### src/rtl/rename_retire_queue_pkg.sv
// ----------------------------------------------------------------------------
// rename_retire_queue_pkg
//   Shared definitions for the rename retire queue and the RenameRF it frees
//   names into: default name/tag widths, queue depth, and a geometry helper.
//   No ports (package).
// ----------------------------------------------------------------------------
package rename_retire_queue_pkg;

    localparam int RRQ_NAME_WIDTH = 1;
    localparam int RRQ_DEPTH      = 4;
    localparam int RRQ_TAG_WIDTH  = 2;

    // True when a tag of tag_width bits addresses each of depth entries exactly once.
    function automatic logic depth_matches_tag(input int depth, input int tag_width);
        return (depth == (32'sd1 << tag_width)) && (depth >= 32'sd2);
    endfunction

endpackage

### src/rtl/rename_retire_queue_chk.sv
// ----------------------------------------------------------------------------
// rename_retire_queue_chk
//   Simulation-only geometry check for the retire queue: depth must equal
//   2**tag_width so that pointer wrap and tag indexing line up.
//   Ports: CLK (clock), RST (active-high reset, disables the check).
// ----------------------------------------------------------------------------
module rename_retire_queue_chk
    import rename_retire_queue_pkg::*;
#(
    parameter int depth     = RRQ_DEPTH,
    parameter int tag_width = RRQ_TAG_WIDTH
)
(
    input logic CLK,
    input logic RST
);

    a_geometry: assert property (@(posedge CLK) disable iff (RST)
                                 depth_matches_tag(depth, tag_width));

endmodule

### src/rtl/rename_retire_queue.sv
// ----------------------------------------------------------------------------
// rename_retire_queue
//   In-order retire queue behind RenameRF. Names are recorded in program
//   order at allocation, marked done on writeback, and retired from the head
//   one per cycle by pulsing FE/NAME_F into RenameRF.
// Ports:
//   CLK, RST            clock, asynchronous active-high reset
//   ENQ_E, ENQ_NAME     enqueue request and allocated name
//   ENQ_READY, ENQ_TAG  queue not full, tag the next enqueue receives
//   WB_E, WB_TAG        writeback complete for entry WB_TAG
//   RETIRE_EN           retire permitted this cycle
//   FLUSH               discard all entries
//   FE, NAME_F          registered free pulse and name to RenameRF
//   EMPTY, COUNT        occupancy, derived from registered pointers only
// ----------------------------------------------------------------------------
module rename_retire_queue
    import rename_retire_queue_pkg::*;
#(
    parameter int name_width = RRQ_NAME_WIDTH,
    parameter int depth      = RRQ_DEPTH,
    parameter int tag_width  = RRQ_TAG_WIDTH
)
(
    input  logic                  CLK,
    input  logic                  RST,
    input  logic                  ENQ_E,
    input  logic [name_width-1:0] ENQ_NAME,
    output logic                  ENQ_READY,
    output logic [tag_width-1:0]  ENQ_TAG,
    input  logic                  WB_E,
    input  logic [tag_width-1:0]  WB_TAG,
    input  logic                  RETIRE_EN,
    input  logic                  FLUSH,
    output logic                  FE,
    output logic [name_width-1:0] NAME_F,
    output logic                  EMPTY,
    output logic [tag_width:0]    COUNT
);

    // Pointers carry one extra bit so that full (distance = depth) and
    // empty (distance = 0) are distinguishable with equal indices.
    localparam int               PTR_W      = tag_width + 1;
    localparam logic [PTR_W-1:0] FULL_COUNT = PTR_W'(depth);
    localparam logic [PTR_W-1:0] PTR_ONE    = PTR_W'(1);

    logic [PTR_W-1:0]      head_r;
    logic [PTR_W-1:0]      tail_r;
    logic [name_width-1:0] name_mem_r [depth];
    logic [depth-1:0]      valid_r;
    logic [depth-1:0]      done_r;
    logic                  fe_r;
    logic [name_width-1:0] name_f_r;

    logic [PTR_W-1:0]      count_s;
    logic [tag_width-1:0]  head_idx_s;
    logic [tag_width-1:0]  tail_idx_s;
    logic                  enq_ready_s;
    logic                  do_enq_s;
    logic                  do_retire_s;
    logic                  do_wb_s;

    // Occupancy and per-cycle event qualification; FLUSH masks every other event.
    always_comb begin
        count_s     = tail_r - head_r;
        head_idx_s  = head_r[tag_width-1:0];
        tail_idx_s  = tail_r[tag_width-1:0];
        enq_ready_s = (count_s != FULL_COUNT);
        do_enq_s    = 1'b0;
        do_retire_s = 1'b0;
        do_wb_s     = 1'b0;
        if (FLUSH) begin
            do_enq_s    = 1'b0;
            do_retire_s = 1'b0;
            do_wb_s     = 1'b0;
        end else begin
            do_enq_s    = ENQ_E && enq_ready_s;
            do_retire_s = RETIRE_EN && valid_r[head_idx_s] && done_r[head_idx_s];
            // A writeback landing on the entry that retires this cycle is dropped
            // so the freed slot does not come back marked done.
            do_wb_s     = WB_E && valid_r[WB_TAG] &&
                          !(do_retire_s && (WB_TAG == head_idx_s));
        end
    end

    // Queue state, pointers and registered free outputs.
    always_ff @(posedge CLK or posedge RST) begin
        if (RST) begin
            head_r   <= '0;
            tail_r   <= '0;
            valid_r  <= '0;
            done_r   <= '0;
            fe_r     <= 1'b0;
            name_f_r <= '0;
            for (int i = 0; i < depth; i++) begin
                name_mem_r[i] <= '0;
            end
        end else if (FLUSH) begin
            // Squashed names are not freed here; recovery is handled elsewhere.
            head_r  <= '0;
            tail_r  <= '0;
            valid_r <= '0;
            done_r  <= '0;
            fe_r    <= 1'b0;
        end else begin
            fe_r <= do_retire_s;
            if (do_retire_s) begin
                name_f_r            <= name_mem_r[head_idx_s];
                valid_r[head_idx_s] <= 1'b0;
                done_r[head_idx_s]  <= 1'b0;
                head_r              <= head_r + PTR_ONE;
            end
            if (do_wb_s) begin
                done_r[WB_TAG] <= 1'b1;
            end
            // Enqueue never aliases the retiring or written-back slot: the tail
            // slot is only valid when the queue is full, and then enqueue is blocked.
            if (do_enq_s) begin
                name_mem_r[tail_idx_s] <= ENQ_NAME;
                valid_r[tail_idx_s]    <= 1'b1;
                done_r[tail_idx_s]     <= 1'b0;
                tail_r                 <= tail_r + PTR_ONE;
            end
        end
    end

    assign ENQ_READY = enq_ready_s;
    assign ENQ_TAG   = tail_idx_s;
    assign EMPTY     = (count_s == '0);
    assign COUNT     = count_s;
    assign FE        = fe_r;
    assign NAME_F    = name_f_r;

    rename_retire_queue_chk #(
        .depth     (depth),
        .tag_width (tag_width)
    ) u_chk (
        .CLK (CLK),
        .RST (RST)
    );

endmodule
### config.mk
export PLATFORM = sky130hd
export DESIGN_NAME = rename_retire_queue
export DESIGN_NICKNAME = d
export VERILOG_FILES = /design/src/rtl/rename_retire_queue_pkg.sv /design/src/rtl/rename_retire_queue_chk.sv /design/src/rtl/rename_retire_queue.sv
export SDC_FILE = /design/constraint.sdc
export NUM_CORES = 1
export LEC_CHECK = 0
export ABC_AREA = 1
export CORE_ASPECT_RATIO = 1.5
export CORE_MARGIN = 4
export CORE_UTILIZATION = 40
export DETAILED_ROUTE_END_ITERATION = 8
export HOLD_SLACK_MARGIN = 0.1
export PLACE_DENSITY_LB_ADDON = 0.12
export SLEW_MARGIN = 5
export SYNTH_ARGS = -nofsm -noshare
export SYNTH_HDL_FRONTEND = slang
export SYNTH_HIERARCHICAL = 1
export SYNTH_SLANG_ARGS = --single-unit
### constraint.sdc
create_clock -name CLK -period 2.5 [get_ports CLK]
set_input_delay 0.375 -clock CLK [delete_from_list [all_inputs] [get_ports CLK]]
set_output_delay 0.375 -clock CLK [all_outputs]
set_load 0.05 [all_outputs]
==> results by group, run 1 <==
Outcome
  – Status: finished clean

Logic synthesis
  – Post-synth cell types: 25
  – Seq/Total Area, Yosys: 37.7%
  – Post-Syn Instances: 165
  – Syn nets: 184
  – Syn avg cell area: 8.04 sq um
  – Synth Register Bits: 20
  – Post-Syn Area: 1330 sq um
  – Area leader, netlist: dfrtp_1
  – Syn. warnings: 6
  – Largest cells by area after synthesis: dfrtp_1 (38%), nand2_1 (12%), ha_1 (8.5%)
  – Post-synth top area share: 37.7%

Pwr
  – Worst vdd ir: 0.429 mV
  – P_sw: 0.000237 W
  – Switching fraction of total power: 27.1%
  – Clk pwr share: 36.9%
  – Total power: 0.000873 W
  – Sequential power share: 42.1%
  – P_leak: 0.822 nW
  – PD cells: 526 nW/um^2
  – Pint: 0.000636 W
  – Logic gate share of total power: 20.9%

Clocking
  – Setup bufs post-CTS: 0
  – CTS tree: yes
  – TritonCTS Buffers: 3
  – Worst-case clock buffer depth: 2
  – Clk sinks: 20
  – Worst-Skew Late Latency: 0.26 ns
  – Root Buffer: clkbuf_8
  – Clock transition at the registers of the reported paths: 0.07 ns
  – Htree depth: 1
  – Cts-stage hold buffer count: 0
  – Cts repair resizes: 0

Die
  – Initial Utilization: 42.0%
  – DIE WIDTH: 55.0 um
  – Die H: 78.5 um
  – IO Pins: 18
  – Rows: 25
  – Die area: 4320 sq um
  – CORE AREA: 3160 sq um

Layout
  – Post-layout nets: 206
  – # fillers: 313
  – Layout cells sized above 1: 18.8%
  – Post-route cell area: 1660 sq um
  – Antenna diodes: 0
  – Area grow syn2layout: 25.2%
  – Non-filler cells, final: 226

Critical path
  – FF-to-FF Start: tail_r[0]
  – CP arrival: 1.99 ns
  – CP max stage delay: 0.41 ns
  – Critical path's top delay family: adder cells
  – CP most frequent cell: inv_1
  – Crit-path cells: inv_1 -> ha_1 -> fa_1 -> inv_1 -> nand2_2 -> nand2_1 -> inv_1 -> nor2_2 -> buf_12
  – Worst EP required: 2.12 ns
  – Crit path from: tail_r[0]
  – R2r endpoint: name_mem_r[3]
  – Worst-path fanout max: 5
  – Critical path type: reg -> out
  – Reg2reg path depth: 10
  – CP bufs+invs: 4
  – Startpoint types: flip-flop
  – Reg-to-reg slack, setup: 0.34 ns
  – Worst path slowest cell: fa_1
  – CP Capture Type: primary output

Placement
  – Dpl ws: 0.309 ns
  – IO buf count: 17
  – Hpwl dp: 2.49 mm
  – Placer Congestion: 0.863
  – Post-DP Area: 1570 sq um
  – Dpl cells: 220

Hold path
  – Hold crit path type: reg -> reg
  – Hold Path Cell Cnt: 2
  – Hold Path Sink: name_mem_r[2]
  – HP Start: name_mem_r[2]

Global routing
  – Antenna violations before repair: 0
  – Global-route wire length before repair: 5.33 mm
  – Vias in the first global route: 1206
  – Total congestion overflow: 0
  – Largest net degree at the start of global routing: 21
  – Total GRT Usage: 16.6%

STA
  – Final setup margin: 0.132 ns
  – Period utilisation layout: 94.7%
  – Fmax: 422 MHz
  – Max-Slew Margin vs Limit: 50.0%
  – Fin crit period: 2.37 ns
  – Setup Viol. Count Final: 0
  – Clock Skews: 0.00359 ns
  – Worst Tran Pin Value: 0.750 ns
  – Setup TNS: 0 ns
  – RSZ-0062 raised after global routing: false
  – Fin. Hold Viols: 0
  – Max-slew violations: 0

Detailed routing
  – DR pass1 iterations: 4
  – Routed WL per cell: 13.6 um
  – Vias: 1151
  – Drt drc: 0
  – DR vias/cell: 5.09
  – Drt initial violations: 46
  – Total Wirelength: 3.08 mm
  – Detail Route Antenna Nets: 0

Run
  – Max-cap violation count: 0
[worst reg2reg max path, cell delays in order, from the launching register on]
cell and delay (ns):
dfrtp_1 0.40, inv_1 0.12, ha_1 0.22, fa_1 0.45, nand2_1 0.11, nand3b_4 0.17
nand2_4 0.07, nor2_4 0.24, nand2_1 0.15, nand2_1 0.08, nand2_1 0.05
[Yosys cell counts, drive strengths merged]
master  instances
nand2          51
nand3          26
dfrtp          20
inv            20
nor2           12
o21ai          12
ha              9
a21oi           6
buf             3
clkbuf          1
clkinv          1
fa              1
nand3b          1
nand4           1
o22ai           1
[flip-flops by register name, indices dropped and copies added (netlist names)]
signal / flops
FE: 1
tail_r: 3
NAME_F: 1
head_r: 3
done_r: 4
name_mem_r: 4
valid_r: 4
[per-layer routing]
layer | up-vias | global-route usage [%] | wire length [um]
li1 | 568 | - | -
met2 | 31 | 28.8 | 1680
met3 | 8 | 1.52 | 101
met1 | 544 | 19.6 | 1230
met4 | 0 | 7.30 | 68
met5 | - | 0 | 0
[power by group through the flow]
stage	clock, W	sequential, W	combinational, W
6_report	0.000322	0.000368	0.000183
5_1_grt	0.000343	0.000372	0.000202
4_1_cts	0.000330	0.000368	0.000181
3_5_place_dp	0	0.000374	0.000180
3_3_place_gp	0	0.000373	0.000176
2_1_floorplan	0	0.000371	0.000115
[worst max-delay path by stage]
stage	slack (ns)	cells past startpoint	end
3_5_place_dp	0.31	10	name_mem_r[3]
6_report	0.13	9	EMPTY
5_1_grt	0.02	9	EMPTY
4_1_cts	0.1	9	EMPTY
3_3_place_gp	0.42	10	name_mem_r[3]
2_1_floorplan	0.17	8	EMPTY
[kinds of logic (layout without fill, tap and decap cells)]
| family | Yosys count | after routing | synth area share, % |
|---|---|---|---|
| simple gates | 91 | 91 | 36.6 |
| buf+inv | 25 | 46 | 8.40 |
| compound gates | 19 | 19 | 7.26 |
| flops | 20 | 20 | 37.7 |
| fa+ha+maj | 10 | 10 | 10.0 |
[per-stage QoR]
step	utilization, %	hold WS (ns)
finish	52.6	0.473
global placement	49.8	0.452
global route	52.6	0.522
detailed placement	49.8	0.458
floorplan	-	0.339
CTS	52.1	0.477
[placed cells by master, fill, tap and decap left out, types with 4 or more instances in the layout]
master | Yosys | final
a21oi_1 | 6 | 6
buf_12 | 0 | 4
buf_4 | 2 | 4
clkdlybuf4s50_1 | 0 | 13
dfrtp_1 | 20 | 20
ha_1 | 9 | 9
inv_1 | 16 | 16
nand2_1 | 43 | 43
nand2_2 | 7 | 7
nand3_1 | 21 | 21
nand3_2 | 5 | 5
nor2_1 | 8 | 7
o21ai_0 | 5 | 5
o21ai_1 | 7 | 7
[cell type report]
cell class                      count  area (sq um)  area share [%]
Multi-Input combinational cell    120           717            43.2
Sequential cell                    20           500            30.1
Tap cell                           40          50.0            3.01
Inverter                           21          81.3            4.90
Clock buffer                        3          41.3            2.49
Timing Repair Buffer               21           240            14.5
Clock inverter                      1          30.0            1.81
(Power assumes the default switching activity.)
==> inputs of run 2 (changes only) <==
Settings changed: CORE_ASPECT_RATIO 1.5 to 1.4, CORE_MARGIN 4 to 5, PLACE_DENSITY_LB_ADDON 0.12 to default.
==> run 2 against run 1 <==
Cell count is 1.3% lower; critical path type unchanged; first-iteration DRC count is 57% higher; critical endpoint unchanged; sequential cell count stayed put; sequential share of layout area is 0.30 points higher.
==> results by group, run 2 (synthesis gave the netlist of run 1 again) <==
Critical path
  – Reg-to-reg slack, setup: 0.37 ns
  – Critical path depth in cells: 9
  – Crit-path cells: inv_2 -> ha_1 -> fa_1 -> inv_1 -> nand2_2 -> nand2_1 -> inv_1 -> nor2_2 -> buf_12
  – Reg2reg path depth: 10
  – CP bufs+invs: 4
  – Startpoint types: flip-flop
  – CP max stage delay: 0.42 ns
  – CP arrival: 1.96 ns
  – Worst-path fanout max: 5
  – Worst path slowest cell: dfrtp_1
  – CP Capture Type: primary output
  – Critical path type: reg -> out
  – CP most frequent cell: inv_1
  – Critical path's top delay family: adder cells
  – Worst EP required: 2.12 ns

Global routing
  – Antenna violations before repair: 0
  – GR peak layer: met2
  – Met3 usage: 2.13%
  – Global-route wire length before repair: 5.28 mm
  – Largest net degree at the start of global routing: 21
  – Total congestion overflow: 0
  – Met1 GRT Util: 17.8%
  – Total GRT Usage: 14.8%
  – M2 GR Usage: 25.7%
  – Vias in the first global route: 1128

Placement
  – Post-DP Area: 1570 sq um
  – Dpl cells: 219
  – Hpwl dp: 2.44 mm
  – Placer Congestion: 0.864
  – IO buf count: 17

Clocking
  – TritonCTS Buffers: 3
  – Htree depth: 1
  – Clk sinks: 20
  – Worst-Skew Late Latency: 0.26 ns
  – Cts repair resizes: 0
  – CTS tree: yes
  – Cts-stage hold buffer count: 0
  – Clock transition at the registers of the reported paths: 0.08 ns
  – Worst-case clock buffer depth: 2
  – Setup bufs post-CTS: 0
  – Root Buffer: clkbuf_8

STA
  – Setup Viol. Count Final: 0
  – Clock Skews: 0.00907 ns
  – RSZ-0062 raised after global routing: false
  – Setup TNS: 0 ns
  – Period utilisation layout: 93.3%
  – Fmax: 429 MHz
  – Worst Tran Pin Value: 0.762 ns
  – Hold slack: 0.487 ns
  – Fin. Hold Viols: 0
  – Fin crit period: 2.33 ns
  – Max-Slew Margin vs Limit: 49.1%
  – Max-slew violations: 0

Detailed routing
  – Drt drc: 0
  – Total Wirelength: 3.10 mm
  – DR vias/cell: 5.07
  – Routed WL per cell: 13.9 um
  – Drt initial violations: 72
  – Detail Route Antenna Nets: 0
  – Vias: 1130
  – DR pass1 iterations: 5

Layout
  – Commonest non-fill, non-tap cell in the layout: nand2_1
  – Layout cells sized above 1: 18.5%
  – Post-route cell area: 1640 sq um
  – Non-filler cells, final: 223
  – Antenna diodes: 0
  – Regs by FF count: done_r (4), name_mem_r (4), valid_r (4)
  – Area grow syn2layout: 24.0%
  – Post-layout nets: 204
  – Most frequent cells in the layout: nand2_1 (43), nand3_1 (21), dfrtp_1 (20)

Die
  – Die H: 78.1 um
  – IO Pins: 18
  – Initial Utilization: 42.1%
  – Die area: 4580 sq um
  – Rows: 24
  – CORE AREA: 3150 sq um
  – DIE WIDTH: 58.7 um

Hold path
  – Hold crit path type: reg -> reg
  – Hold Path Cell Cnt: 2

Pwr
  – Worst vdd ir: 0.388 mV
  – Sequential power share: 42.3%
  – Clk pwr share: 37.2%
  – Switching fraction of total power: 27.3%
  – Total power: 0.000870 W
  – Pint: 0.000633 W
  – P_leak: 0.812 nW
  – Logic gate share of total power: 20.5%
  – P_sw: 0.000238 W
  – PD cells: 529 nW/um^2

Outcome
  – Status: finished clean

Run
  – Max-cap violation count: 0
[run 2: cell count changes in the layout (fill, tap and decap cells not counted)]
cell	before	now
inv_1	16	15
buf_4	4	2
inv_2	3	4
[run 2: worst min-delay path, stage by stage, from the launching register on]
cell	delay, ns
dfrtp_1	0.35
nand2_1	0.06
nand2_1	0.05
[run 2: worst paths after layout]
| kind | endpoint | startpoint |
|---|---|---|
| setup / recovery | EMPTY | tail_r[0] |
| hold / removal | name_mem_r[1] | name_mem_r[1] |
| setup reg to reg | name_mem_r[3] | tail_r[0] |
| hold reg to reg | name_mem_r[1] | name_mem_r[1] |
| max in group asynchronous | done_r[2] | RST |
| min in group asynchronous | FE | RST |
[run 2: through the flow]
stage          utilization [%]  setup slack, ns
3_3_place_gp              49.9            0.415
5_1_grt                   52.1           0.0228
6_report                  52.1            0.167
3_5_place_dp              49.9            0.346
2_1_floorplan                -            0.170
4_1_cts                   52.1            0.126
[run 2: layout make-up]
type	instances	area, sq um
clock buffers	3	41.3
clock inverters	1	30.0
fillers	304	1510
inverters	21	81.3
multi-input cells	120	717
flip-flops and latches	20	500
well taps	39	48.8
repair buffers	19	225
[run 2: power by group through the flow]
stage | Sequential, W | Combinational (W) | Clock, W
global placement | 0.000373 | 0.000177 | 0
CTS | 0.000368 | 0.000180 | 0.000330
finish | 0.000368 | 0.000178 | 0.000323
global route | 0.000371 | 0.000195 | 0.000347
floorplan | 0.000371 | 0.000115 | 0
detailed placement | 0.000374 | 0.000179 | 0
[run 2: metal layers]
metal,wire length (um),vias up
met5,0,-
met4,100,0
met3,83,11
met2,1590,31
met1,1330,527
li1,-,561
==> inputs of run 3 (changes only) <==
Settings changed: CELL_PAD_IN_SITES_DETAIL_PLACEMENT from default to 1, CELL_PAD_IN_SITES_GLOBAL_PLACEMENT from default to 1, PLACE_DENSITY_LB_ADDON from default to 0.1.
==> run 3 against run 2 <==
Fmax decreased by 0.39%; largest cell class unchanged; critical endpoint unchanged; power decreased by 8.7%; critical path type unchanged; cell area decreased by 0.53%; cell count increased by 0.45%; first-iteration DRC count decreased by 56%; non-clock buffer count increased by 1; die area unchanged; critical path depth unchanged; worst hold slack got worse by 0.00087 ns; utilization decreased by 0.28 points; global-route usage increased by 3.0 points; clock power decreased by 26%.
==> results by group, run 3 (synthesis gave the netlist of run 1 again) <==
Outcome
  – Status: finished clean

Clocking
  – Clock transition at the registers of the reported paths: 0.07 ns
  – Setup bufs post-CTS: 0
  – Htree depth: 1
  – Worst-case clock buffer depth: 2
  – Root Buffer: clkbuf_8
  – Cts repair resizes: 0
  – TritonCTS Buffers: 3
  – Clk sinks: 20
  – Worst-Skew Late Latency: 0.25 ns
  – CTS tree: yes
  – Cts-stage hold buffer count: 0

Run
  – Max-cap violation count: 0

Detailed routing
  – Metal-1 WL: 1.43 mm
  – Met2 WL: 2.00 mm
  – Detail Route Antenna Nets: 0
  – Drt initial violations: 32
  – Routed WL per cell: 16.0 um
  – Vias: 1175
  – DR vias/cell: 5.25
  – DR top layer: met4
  – DR pass1 iterations: 4
  – Total Wirelength: 3.59 mm
  – Met3 wire length: 90 um
  – Drt drc: 0

Hold path
  – Hold crit path type: reg -> reg

Layout
  – # fillers: 391
  – Post-layout nets: 205
  – Most frequent cells in the layout: nand2_1 (43), nand3_1 (21), dfrtp_1 (20)
  – Util after Layout: 51.9%
  – Layout cells sized above 1: 18.4%
  – Footprint of the multi-input gates: 717 sq um
  – Area grow syn2layout: 23.3%
  – Non-filler cells, final: 224
  – Regs by FF count: done_r (4), name_mem_r (4), valid_r (4)
  – Antenna diodes: 0
  – Register area: 500 sq um
  – Commonest non-fill, non-tap cell in the layout: nand2_1

Pwr
  – P_leak: 0.810 nW
  – Worst vdd ir: 0.331 mV
  – PD cells: 486 nW/um^2
  – Total power: 0.000794 W

Critical path
  – Worst-path fanout max: 5
  – Worst EP required: 2.12 ns
  – CP arrival: 1.97 ns
  – CP Capture Type: primary output
  – Critical path type: reg -> out
  – Startpoint types: flip-flop

Die
  – IO Pins: 18
  – DIE WIDTH: 58.7 um
  – Rows: 24
  – Initial Utilization: 42.1%
  – Die H: 78.1 um
  – CORE AREA: 3150 sq um
  – Die area: 4580 sq um

STA
  – Max-slew violations: 0
  – Fmax: 427 MHz
  – Fin. Hold Viols: 0
  – Setup Viol. Count Final: 0
  – Max-Slew Margin vs Limit: 49.8%
  – Setup TNS: 0 ns
  – Hold slack: 0.486 ns
  – Period utilisation layout: 93.7%
  – Clock Skews: 0.00136 ns
  – Worst Tran Pin Value: 0.752 ns
  – Fin crit period: 2.34 ns

Global routing
  – Largest net degree at the start of global routing: 21
  – Total congestion overflow: 0
  – Antenna violations before repair: 0
  – Total GRT Usage: 17.8%
  – Global-route wire length before repair: 6.34 mm
  – Vias in the first global route: 1325

Placement
  – IO buf count: 17
  – Placer Congestion: 0.857
  – Dpl cells: 219
  – Hpwl dp: 2.90 mm
-- run 3: layout make-up --
cell class / count / share of cell area, %
multi-input combinational: 120 / 43.8
tap: 39 / 2.98
timing repair buffer: 20 / 14.2
inverter: 21 / 4.97
sequential: 20 / 30.6
clock buffer: 4 / 3.37
-- run 3: worst paths after layout --
kind,start,end,slack [ns],cells past startpoint
setup / recovery,tail_r[0],EMPTY,0.16,9
hold / removal,name_mem_r[3],name_mem_r[3],0.49,2
setup reg to reg,tail_r[0],name_mem_r[3],0.33,10
hold reg to reg,name_mem_r[3],name_mem_r[3],0.49,2
max in group asynchronous,RST,head_r[2],1.48,2
min in group asynchronous,RST,name_mem_r[2],0.55,2
-- run 3: stage by stage --
stage,setup WS [ns],area [sq um]
6_report,0.158,1640
3_5_place_dp,0.308,1570
3_3_place_gp,0.425,1570
5_1_grt,-0.00206,1640
2_1_floorplan,0.170,1330
4_1_cts,0.107,1630
-- run 3: worst max-delay path, stage by stage, from the launching register on --
cell     delay, ns
dfrtp_1       0.38
inv_1         0.11
ha_1          0.22
fa_1          0.40
inv_1         0.09
nand2_2       0.07
nand2_1       0.06
inv_1         0.08
nor2_2        0.15
buf_12        0.15
-- run 3: where the power goes --
| group | switching (W) | internal [W] | total (W) | leakage (nW) |
|---|---|---|---|---|
| clock network | 0.000100 | 0.000140 | 0.000240 | 0.0288 |
| registers | 0.0000175 | 0.000350 | 0.000368 | 0.272 |
| logic | 0.000115 | 0.0000710 | 0.000186 | 0.510 |
-- run 3: layer usage --
layer  vias to the layer above  global-route usage (%)
li1                        567                       -
met1                       584                    20.2
met2                        18                    33.3
met3                         6                    2.46
met4                         0                    5.67
met5                         -                       0
